===== src/rtl/mem_access_unit.sv =====
// Load/store initiator between execute and a big-endian, word-wide data memory.
// Sub-word loads are extracted and extended; sub-word stores use read-modify-write.
//
// state | meaning
// ------+-----------------------------------------------------------
// IDLE  | ready for a request; decode and latch it on accept
// LOAD  | memory read in flight; extract/extend lane into rsp_rdata
// MERGE | read word, splice store lane into write buffer
// WRITE | mem_we high for one cycle, commit write buffer
// RESP  | one-cycle response pulse, then back to IDLE
module mem_access_unit #(
    parameter int unsigned ADDR_LIMIT = 65536
) (
    input  logic        clk,
    input  logic        rst,
    input  logic        req_valid,
    output logic        req_ready,
    input  logic        req_we,
    input  logic [1:0]  req_size,
    input  logic        req_signed,
    input  logic [31:0] req_addr,
    input  logic [31:0] req_wdata,
    output logic        rsp_valid,
    output logic [31:0] rsp_rdata,
    output logic        rsp_err,
    output logic        mem_we,
    output logic [31:0] mem_addr,
    output logic [31:0] mem_wdata,
    input  logic [31:0] mem_rdata
);
    localparam logic [31:0] MAX_WORD_ADDR = 32'(ADDR_LIMIT - 4);

    typedef enum logic [2:0] {
        S_IDLE,
        S_LOAD,
        S_MERGE,
        S_WRITE,
        S_RESP
    } state_t;

    state_t      state_q, state_d;
    logic [1:0]  size_q, size_d;
    logic [1:0]  off_q, off_d;
    logic        signed_q, signed_d;
    logic        err_q, err_d;
    logic [15:0] wdata_q, wdata_d;
    logic [31:0] addr_q, addr_d;
    logic [31:0] wbuf_q, wbuf_d;
    logic [31:0] rdata_q, rdata_d;

    logic        req_err;
    logic [7:0]  lane_b;
    logic [15:0] lane_h;
    logic [31:0] load_val;
    logic [31:0] merge_val;

    always_comb begin
        req_err = 1'b0;
        case (req_size)
            2'b01:   req_err = req_addr[0];
            2'b10:   req_err = |req_addr[1:0];
            2'b11:   req_err = 1'b1;
            default: req_err = 1'b0;
        endcase
        if ({req_addr[31:2], 2'b00} > MAX_WORD_ADDR) req_err = 1'b1;
    end

    // Big-endian lanes: lowest byte offset sits in the most significant bits.
    always_comb begin
        case (off_q)
            2'd0:    lane_b = mem_rdata[31:24];
            2'd1:    lane_b = mem_rdata[23:16];
            2'd2:    lane_b = mem_rdata[15:8];
            default: lane_b = mem_rdata[7:0];
        endcase
        lane_h = off_q[1] ? mem_rdata[15:0] : mem_rdata[31:16];

        case (size_q)
            2'b00:   load_val = {{24{signed_q & lane_b[7]}}, lane_b};
            2'b01:   load_val = {{16{signed_q & lane_h[15]}}, lane_h};
            default: load_val = mem_rdata;
        endcase

        merge_val = mem_rdata;
        if (size_q == 2'b00) begin
            case (off_q)
                2'd0:    merge_val[31:24] = wdata_q[7:0];
                2'd1:    merge_val[23:16] = wdata_q[7:0];
                2'd2:    merge_val[15:8]  = wdata_q[7:0];
                default: merge_val[7:0]   = wdata_q[7:0];
            endcase
        end else if (off_q[1]) begin
            merge_val[15:0] = wdata_q;
        end else begin
            merge_val[31:16] = wdata_q;
        end
    end

    always_comb begin
        state_d   = state_q;
        size_d    = size_q;
        off_d     = off_q;
        signed_d  = signed_q;
        err_d     = err_q;
        wdata_d   = wdata_q;
        addr_d    = addr_q;
        wbuf_d    = wbuf_q;
        rdata_d   = rdata_q;
        req_ready = 1'b0;
        rsp_valid = 1'b0;
        mem_we    = 1'b0;

        case (state_q)
            S_IDLE: begin
                req_ready = 1'b1;
                if (req_valid) begin
                    size_d   = req_size;
                    off_d    = req_addr[1:0];
                    signed_d = req_signed;
                    wdata_d  = req_wdata[15:0];
                    addr_d   = {req_addr[31:2], 2'b00};
                    if (req_err) begin
                        rdata_d = '0;
                        err_d   = 1'b1;
                        state_d = S_RESP;
                    end else if (!req_we) begin
                        state_d = S_LOAD;
                    end else if (req_size == 2'b10) begin
                        wbuf_d  = req_wdata;
                        state_d = S_WRITE;
                    end else begin
                        state_d = S_MERGE;
                    end
                end
            end
            S_LOAD: begin
                rdata_d = load_val;
                err_d   = 1'b0;
                state_d = S_RESP;
            end
            S_MERGE: begin
                wbuf_d  = merge_val;
                state_d = S_WRITE;
            end
            S_WRITE: begin
                mem_we  = 1'b1;
                rdata_d = '0;
                err_d   = 1'b0;
                state_d = S_RESP;
            end
            S_RESP: begin
                rsp_valid = 1'b1;
                state_d   = S_IDLE;
            end
            default: state_d = S_IDLE;
        endcase
    end

    always_ff @(posedge clk) begin
        if (!rst) begin
            state_q  <= S_IDLE;
            size_q   <= '0;
            off_q    <= '0;
            signed_q <= 1'b0;
            err_q    <= 1'b0;
            wdata_q  <= '0;
            addr_q   <= '0;
            wbuf_q   <= '0;
            rdata_q  <= '0;
        end else begin
            state_q  <= state_d;
            size_q   <= size_d;
            off_q    <= off_d;
            signed_q <= signed_d;
            err_q    <= err_d;
            wdata_q  <= wdata_d;
            addr_q   <= addr_d;
            wbuf_q   <= wbuf_d;
            rdata_q  <= rdata_d;
        end
    end

    assign rsp_rdata = rdata_q;
    assign rsp_err   = err_q;
    assign mem_addr  = addr_q;
    assign mem_wdata = wbuf_q;

endmodule


===== config.mk =====
export PLATFORM = sky130hd
export DESIGN_NAME = mem_access_unit
export DESIGN_NICKNAME = d
export VERILOG_FILES = /design/src/rtl/mem_access_unit.sv
export SDC_FILE = /design/constraint.sdc
export NUM_CORES = 1
export LEC_CHECK = 0
export ABC_AREA = 1
export ABC_CLOCK_PERIOD_IN_PS = 2000
export CAP_MARGIN = 20
export CORE_ASPECT_RATIO = 2
export CORE_MARGIN = 2
export CORE_UTILIZATION = 48
export CTS_CLUSTER_SIZE = 24
export DETAILED_ROUTE_END_ITERATION = 10
export PLACE_DENSITY_LB_ADDON = 0.12
export SYNTH_ARGS = -nofsm -noshare
export SYNTH_HDL_FRONTEND = slang
export SYNTH_SLANG_ARGS = --single-unit

===== constraint.sdc =====
create_clock -name clk -period 2 [get_ports clk]
set_clock_uncertainty 0.05 [all_clocks]
set_input_delay 0.4 -clock clk [delete_from_list [all_inputs] [get_ports clk]]
set_output_delay 0.4 -clock clk [all_outputs]
set_load 0.01 [all_outputs]

==> summary.md, run 1 <==
| Metric | Value |
|---|---|
| GR Overflow Total | 0 |
| Most frequent cells in the layout | nand2_1, clkdlybuf4s50_1, inv_1 |
| Buffer and inverter count on the worst path | 2 |
| Crit-path cells | inv_1 > nand2_1 > nor2_1 > dlygate4sd2_1 |
| Final setup fails | 0 |
| Synthesized area | 0.007025 sq mm |
| Final nets | 1438 |
| H-tree levels | 4 |
| CP peak stage delay | 320 ps |
| Final ANT Viol Nets | 0 |
| Synth top area cells | dfxtp_1, nand2_1, a21oi_1 |
| YS warnings | 0 |
| Final hold viol count | 0 |
| Max IR drop VDD | 679.3 uV |
| Mean post-synth cell area | 6.125 sq um |
| Iter 0 DRT Violations | 524 |
| Min Tclk post-route | 1827 ps |
| Lkg Pwr | 0.004420 uW |
| Worst-path fanout max | 4 |
| Drt wl/cell | 15.58 um |
| Max Transition Viols Final | 0 |
| Unrepaired setup endpoints after global routing | false |
| Root buf cell | clkbuf_16 |
| Bufs on Longest Clock Path | 2 |
| Top cell type's share of synthesized area | 33.91% |
| First-pass GRT wire length | 37680 um |
| I/O pin total | 203 |
| Clk pin slew, worst setup/hold paths | 60 ps |
| Initial antenna violation count | 1 |
| Crit Path Category | reg -> out |
| Startpoint Class | flip-flop |
| Cell family with most CP delay | buffers and inverters |
| Crit path capture type | primary output |
| Total routed wirelength | 24020 um |
| Drt drc | 0 |
| Via density | 5.182 |
| Req. time, crit path | 1550 ps |
| Initial Utilization | 48.95% |
| Area grow syn2layout | 42.14% |
| Hold-fix buffers, CTS | 0 |
| Synthesized instance count | 1147 |
| Via count of the routed design | 7986 |
| Leading cell type in the layout, fill and taps excluded | nand2_1 |
| Synth unique cells | 32 |
| Tcrit/Tclk final | 91.36% |
| Final RePlAce weighted congestion | 0.9397 |
| Cell Pwr Density | 770.4 mW/mm^2 |
| CTS buffer count | 17 |
| Fraction of layout cells with a size suffix above 1 | 9.570% |
| Crit path DAT | 1380 ps |
| Largest net degree at the start of global routing | 50 |
| Sink Count | 119 |
| Outcome | finished clean |
| IO buf count | 200 |
| Skew-Pair Late Insertion Delay | 420 ps |
| Worst hold path class | in -> reg |
| Core box area | 0.01435 sq mm |
| Vias in the first global route | 7649 |
| Die Footprint | 0.01568 sq mm |
| Die Span X | 89.55 um |
| Max Cap Viol | 0 |
| Hpwl dp | 18310 um |
| First drt pass iteration count | 5 |
| Total setup buffers inserted after CTS | 0 |
| Fmax | 547.3 MHz |
| #FFs+latches synth | 119 |
| GR Util All Layers | 31.24% |
| Die height | 175.1 um |
| Largest area contributor in the netlist | dfxtp_1 |
| CTS tree | built |
| Worst Hold Slack | 348.8 ps |
| Final Power | 7693 uW |
| # rows | 62 |
| Worst path slowest cell | dfxtp_1 |
| Sequential share of the synthesized area | 33.91% |
==> timing repair <==
action	4_1_cts	5_1_grt
pin swaps	0	0
resized for setup	4	2
endpoints found under the setup margin	3	29
==> worst paths after layout <==
check	from	to	slack, ps	cells past startpoint
setup / recovery	state_q[2]$_SDFFE_PN0P_	mem_we	170	4
hold / removal	rst	mem_wdata[14]$_SDFFE_PN0P_	350	3
setup reg to reg	off_q[0]$_SDFFE_PN0P_	mem_wdata[10]$_SDFFE_PN0P_	250	9
hold reg to reg	rsp_err$_SDFFE_PN0P_	rsp_err$_SDFFE_PN0P_	400	2
==> kinds of logic after synthesis <==
kind of cell    after synthesis  synth area share (%)
compound gates              250                 19.29
simple gates                560                 33.46
flops                       119                 33.91
other cells                   1               0.05338
buf+inv                     217                 13.29
==> stage by stage <==
stage	instances	cell area, sq um	setup TNS, ps	util [%]	setup slack (ps)
global placement	1508	9330	-11550	65.01	-251.9
floorplan	1148	7029	0	-	437.1
CTS	1540	9977	0	69.52	150.4
detailed placement	1508	9330	-13410	65.01	-279.6
global route	1541	9986	0	69.58	2.094
finish	1541	9986	0	69.58	172.9
==> report_power, final <==
group          total (uW)  switching, uW  internal, uW
clock network        3400           1240          2160
registers            2630            110          2520
logic                1670            903           765
==> layout make-up <==
class	instances	area, sq um
Antenna cell	1	2.502
Clock buffer	18	439.2
Clock inverter	14	210.2
Fill cell	1319	4365
Inverter	136	513.0
Multi-Input combinational cell	812	3719
Sequential cell	119	2385
Tap cell	192	240.2
Timing Repair Buffer	249	2477
==> sequential cells by signal (all words and copies together) (netlist names) <==
register	cells
mem_addr	30
mem_wdata	32
off_q	2
rsp_err	1
rsp_rdata	32
signed_q	1
size_q	2
state_q	3
wdata_q	16
==> worst reg2reg max path, cell delays in order (launching register included) <==
cell	delay (ps)
dfxtp_1	570
inv_1	130
nand2_2	270
a21oi_1	100
o21ai_0	80
nand2_1	150
nand2_1	110
nand3_1	80
nand2_1	60
nor2_1	40
==> per-layer routing <==
layer  GRT usage, %  vias to the layer above  share of wire (%)
li1               -                     4029                  -
met1          31.76                     3535                 36
met2          53.55                      329                 51
met3          7.085                       93                6.1
met4          22.20                        0                7.2
met5              0                        -                  0
==> synth_stat cells <==
master and n:
a31oi_1 11, buf_1 10, inv_1 130, nor2_2 3, inv_2 5, nand2_2 7
clkbuf_1 31, dfxtp_1 119, buf_6 7, nand3_4 1, nand2_1 305, a21oi_1 121
buf_2 24, nor3_1 3, nand2_4 1, or2_1 1, nand4_1 1, o221ai_1 3
buf_4 9, nor2_1 129, o21ai_0 79, inv_4 1, nand3_2 2, nand2_8 1
nand3_1 84, a211oi_1 1, o211ai_1 28, or2_2 21, o22ai_1 5, nor2_4 1
conb_1 1, o21ai_1 2
(Power assumes the default switching activity.)
==> run 2: changes to the inputs <==
- ABC_CLOCK_PERIOD_IN_PS: 2000 -> 1700
- clock period: 2 -> 1.7 ns (I/O delays scaled with it)
==> summary.md, run 2 (same netlist as run 1, synthesis figures left out) <==
| Metric | Value |
|---|---|
| Outcome | finished clean |
| Crit path capture type | primary output |
| Total routed wirelength | 26490 um (+10%) |
| Final nets | 1473 (+2.4%) |
| Post-placement cell count | 1532 (+1.6%) |
| Layout Cells excl Fill | 1576 (+2.3%) |
| Cell Pwr Density | 808.2 mW/mm^2 (+4.9%) |
| Hold-fix buffers, CTS | 0 (unchanged) |
| Most frequent cells in the layout | nand2_1, inv_1, nor2_1 |
| Placed Area | 0.009548 sq mm (+2.3%) |
| Hpwl dp | 18700 um (+2.1%) |
| Area grow syn2layout | 49.83% |
| Final instance area | 0.01053 sq mm (+5.4%) |
| Iter 0 DRT Violations | 646 (+23%) |
| Largest net degree at the start of global routing | 45 (-10%) |
| GR Overflow Total | 0 (unchanged) |
| Final hold viol count | 0 (unchanged) |
| GR Util All Layers | 31.97% (+0.73 points) |
| Drt wl/cell | 16.81 um (+7.8%) |
| CTS tree | built |
| Final RePlAce weighted congestion | 0.9758 (+3.8%) |
| Via density | 5.331 (+2.9%) |
| Initial Utilization | 48.95% (unchanged) |
| Sink Count | 119 (unchanged) |
| Worst hold path class | in -> reg |
| Min Tclk post-route | 1677 ps |
| Tcrit/Tclk final | 98.63% |
| First drt pass iteration count | 5 (unchanged) |
| Root buf cell | clkbuf_16 |
| H-tree levels | 4 (unchanged) |
| Die height | 175.1 um (unchanged) |
| Crit-path cells | clkdlybuf4s50_1 |
| Core box area | 0.01435 sq mm (unchanged) |
| Worst-path fanout max | 2 (-2) |
| Fmax | 596.4 MHz |
| Startpoint Class | flip-flop |
| Pre-CTS setup slack | -547.8 ps (-268.2 ps) |
| Crit path DAT | 1290 ps (-90 ps) |
| Lkg Pwr | 0.005913 uW (+34%) |
| Bufs on Longest Clock Path | 2 (unchanged) |
| Leading cell type in the layout, fill and taps excluded | nand2_1 |
| Req. time, crit path | 1310 ps (-240 ps) |
| Drt drc | 0 (unchanged) |
| I/O pin total | 203 (unchanged) |
| TNS Setup | 0 ps (unchanged) |
| # rows | 62 (unchanged) |
| Final ANT Viol Nets | 0 (unchanged) |
| CP peak stage delay | 530 ps (+210 ps) |
| Final Core Density | 73.35% (+3.8 points) |
| CTS buffer count | 17 (unchanged) |
| Initial antenna violation count | 1 (unchanged) |
| Die Footprint | 0.01568 sq mm (unchanged) |
| Die Span X | 89.55 um (unchanged) |
| IO buf count | 200 (unchanged) |
| Max Cap Viol | 0 (unchanged) |
| Skew-Pair Late Insertion Delay | 420 ps (about the same) |
| Max Transition Viols Final | 0 (unchanged) |
| Clk pin slew, worst setup/hold paths | 60 ps (about the same) |
| Worst path slowest cell | clkdlybuf4s50_1 |
| Final setup fails | 0 (unchanged) |
| First-pass GRT wire length | 38610 um (+2.5%) |
| Crit Path Category | reg -> out |
| Vias in the first global route | 7803 (+2.0%) |
| Post-layout worst setup margin | 23.24 ps (-149.6 ps) |
| Cell family with most CP delay | buffers and inverters |
| Via count of the routed design | 8402 (+5.2%) |
| Buffer and inverter count on the worst path | 1 (-1) |
| Max IR drop VDD | 671.7 uV (-1.1%) |
| Fraction of layout cells with a size suffix above 1 | 12.94% (+3.4 points) |
| Unrepaired setup endpoints after global routing | true |
==> run 2: timing repair <==
action	in CTS	in global routing
cloned	1	7
gates resized for setup	48	103
pin swaps	3	15
buffers inserted	0	3
endpoints found under the setup margin	78	149
==> run 2: through the flow <==
| step | hold slack (ps) | power (uW) |
|---|---|---|
| floorplan | 389.0 | 4183 |
| global placement | 398.1 | 5147 |
| detailed placement | 402.0 | 5164 |
| CTS | 255.6 | 8452 |
| global route | 191.7 | 8893 |
| finish | 181.7 | 8507 |
==> run 2: layout make-up <==
class,instances,area (sq um)
multi-input combinational,815,3805
fill,1231,3825
tap,192,240.2
clock inverter,13,100.1
inverter,136,525.5
timing repair buffer,281,3017
clock buffer,19,442.9
antenna,1,2.502
sequential,119,2394
==> run 2: path summary, 6_finish.rpt <==
| check | startpoint | to | cells after the start | slack, ps |
|---|---|---|---|---|
| setup / recovery | mem_wdata[14]$_SDFFE_PN0P_ | mem_wdata[14] | 1 | 20 |
| hold / removal | req_addr[19] | mem_addr[19]$_SDFFE_PN0P_ | 3 | 180 |
| setup reg to reg | state_q[0]$_SDFFE_PN0P_ | mem_wdata[14]$_SDFFE_PN0P_ | 9 | 70 |
| hold reg to reg | rsp_err$_SDFFE_PN0P_ | rsp_err$_SDFFE_PN0P_ | 2 | 410 |
==> run 2: where the power goes <==
| part | internal [uW] | switching (uW) | total, uW |
|---|---|---|---|
| Combinational | 956 | 1150 | 2100 |
| Clock | 1910 | 1400 | 3320 |
| Sequential | 2960 | 124 | 3090 |
| Total | 5830 | 2670 | 8510 |
==> run 2: routing by layer <==
layer  vias to the layer above  routed length, um  GRT usage, %
met1                      3778               8899         32.34
met3                       126               1697         6.377
met5                         -                  0             0
li1                       4099                  -             -
met2                       399              13790         56.50
met4                         0               2101         20.77
==> run 3: changes to the inputs <==
- PLACE_DENSITY_LB_ADDON: 0.12 -> 0.3
==> summary.md, run 3 (same netlist as run 1, synthesis figures left out) <==
| Metric | Value |
|---|---|
| Worst hold path class | in -> reg |
| Buffer and inverter count on the worst path | 1 (unchanged) |
| GR Overflow Total | 0 (unchanged) |
| Layout Cells excl Fill | 1576 (unchanged) |
| Sink Count | 119 (unchanged) |
| Max Cap Viol | 0 (unchanged) |
| Drt drc | 0 (unchanged) |
| First drt pass iteration count | 7 (+2) |
| Final RePlAce weighted congestion | 0.9533 (-2.3%) |
| Clk pin slew, worst setup/hold paths | 60 ps (about the same) |
| Tcrit/Tclk final | 97.89% (-0.74 points) |
| Final hold viol count | 0 (unchanged) |
| Largest net degree at the start of global routing | 51 (+13%) |
| Post-placement cell count | 1538 (+0.39%) |
| Final nets | 1473 (unchanged) |
| R2R cell count | 7 (-2) |
| M2 GR Usage | 56.34% (-0.15 points) |
| Iter 0 DRT Violations | 539 (-17%) |
| CTS tree | built |
| Drt wl/cell | 16.25 um (-3.3%) |
| IO buf count | 200 (unchanged) |
| Met3 usage | 7.416% (+1.0 points) |
| Hpwl dp | 19090 um (+2.1%) |
| Root buf cell | clkbuf_16 |
| CP peak stage delay | 530 ps (about the same) |
| TNS Setup | 0 ps (unchanged) |
| Die Footprint | 0.01568 sq mm (unchanged) |
| Cell Pwr Density | 869.6 mW/mm^2 (+7.6%) |
| Final ANT Viol Nets | 0 (unchanged) |
| Skew-Pair Late Insertion Delay | 430 ps (about the same) |
| Bufs on Longest Clock Path | 2 (unchanged) |
| Startpoint Class | flip-flop |
| Worst path slowest cell | clkdlybuf4s50_1 |
| Lkg Pwr | 0.005591 uW (-5.4%) |
| Cell family with most CP delay | buffers and inverters |
| Worst-path fanout max | 2 (unchanged) |
| Initial Utilization | 48.95% (unchanged) |
| Outcome | finished clean |
| Crit path DAT | 1270 ps (-20 ps) |
| Max IR drop VDD | 792.1 uV (+18%) |
| H-tree levels | 4 (unchanged) |
| Total routed wirelength | 25600 um (-3.3%) |
| Die Span X | 89.55 um (unchanged) |
| Final instance area | 0.01046 sq mm (-0.68%) |
| Initial antenna violation count | 1 (unchanged) |
| Worst Hold Depth | 4 (+1) |
| Unrepaired setup endpoints after global routing | true |
| Vias in the first global route | 7971 (+2.2%) |
| Min Tclk post-route | 1664 ps (-12.59 ps) |
| GR Util All Layers | 32.49% (+0.53 points) |
| Pre-CTS setup slack | -508.8 ps (+39.07 ps) |
| Final setup fails | 0 (unchanged) |
| Via count of the routed design | 8327 (-0.89%) |
| CP Depth | 1 (unchanged) |
| Die height | 175.1 um (unchanged) |
| Post-layout worst setup margin | 35.83 ps (+12.59 ps) |
| GR Layer Usage met1 | 31.51% (-0.83 points) |
| Placed Area | 0.009605 sq mm (+0.60%) |
| # rows | 62 (unchanged) |
| Crit path capture type | primary output |
| Top Usage Layer GRT | met2 |
| First-pass GRT wire length | 39180 um (+1.5%) |
| Crit-path cells | clkdlybuf4s50_1 |
| Req. time, crit path | 1310 ps (about the same) |
| Max Transition Viols Final | 0 (unchanged) |
| Most frequent cells in the layout | nand2_1, inv_1, nor2_1 |
| I/O pin total | 203 (unchanged) |
| Leading cell type in the layout, fill and taps excluded | nand2_1 |
| CTS buffer count | 17 (unchanged) |
| Crit Path Category | reg -> out |
| Fmax | 600.9 MHz (+0.76%) |
| Via density | 5.284 (-0.89%) |
| Fraction of layout cells with a size suffix above 1 | 13.16% (+0.22 points) |
| Core box area | 0.01435 sq mm (unchanged) |
| Area grow syn2layout | 48.82% |
[run 3: path summary, 6_finish.rpt]
path | endpoint | from | slack [ps]
max reg2reg | rsp_rdata[4]$_SDFFE_PN0P_ | state_q[2]$_SDFFE_PN0P_ | 40
max | mem_wdata[28] | mem_wdata[28]$_SDFFE_PN0P_ | 40
min reg2reg | rsp_err$_SDFFE_PN0P_ | rsp_err$_SDFFE_PN0P_ | 400
min | wdata_q[10]$_SDFFE_PN0P_ | rst | 300
[run 3: stage by stage]
step	total power, uW	utilization, %	hold slack (ps)
2_1_floorplan	4183	-	389.0
3_3_place_gp	5163	66.93	393.0
3_5_place_dp	5188	66.93	398.9
4_1_cts	9074	71.05	286.5
5_1_grt	9468	72.85	308.2
6_report	9092	72.85	302.5
[run 3: layout make-up]
class | count | area [sq um]
Multi-Input combinational cell | 813 | 3785
Sequential cell | 119 | 2391
Inverter | 136 | 529.3
Tap cell | 192 | 240.2
Antenna cell | 1 | 2.502
Clock buffer | 19 | 442.9
Clock inverter | 13 | 193.9
Timing Repair Buffer | 283 | 2870
Fill cell | 1188 | 3896
[run 3: timing repair]
item,in CTS,in global routing
pin swaps,3,6
cloned,1,1
hold buffers,0,0
setup endpoints to repair,90,113
setup buffers,0,4
gates resized for setup,63,77
[run 3: layer usage]
layer / up-vias / routed length (um)
li1: 4107 / -
met1: 3740 / 8520
met2: 358 / 13300
met3: 122 / 1554
met4: 0 / 2232
met5: - / 0
[run 3: where the power goes]
group | switching, uW | internal, uW | total, uW
Combinational | 1120 | 947 | 2060
Sequential | 124 | 2960 | 3090
Clock | 1430 | 2510 | 3940
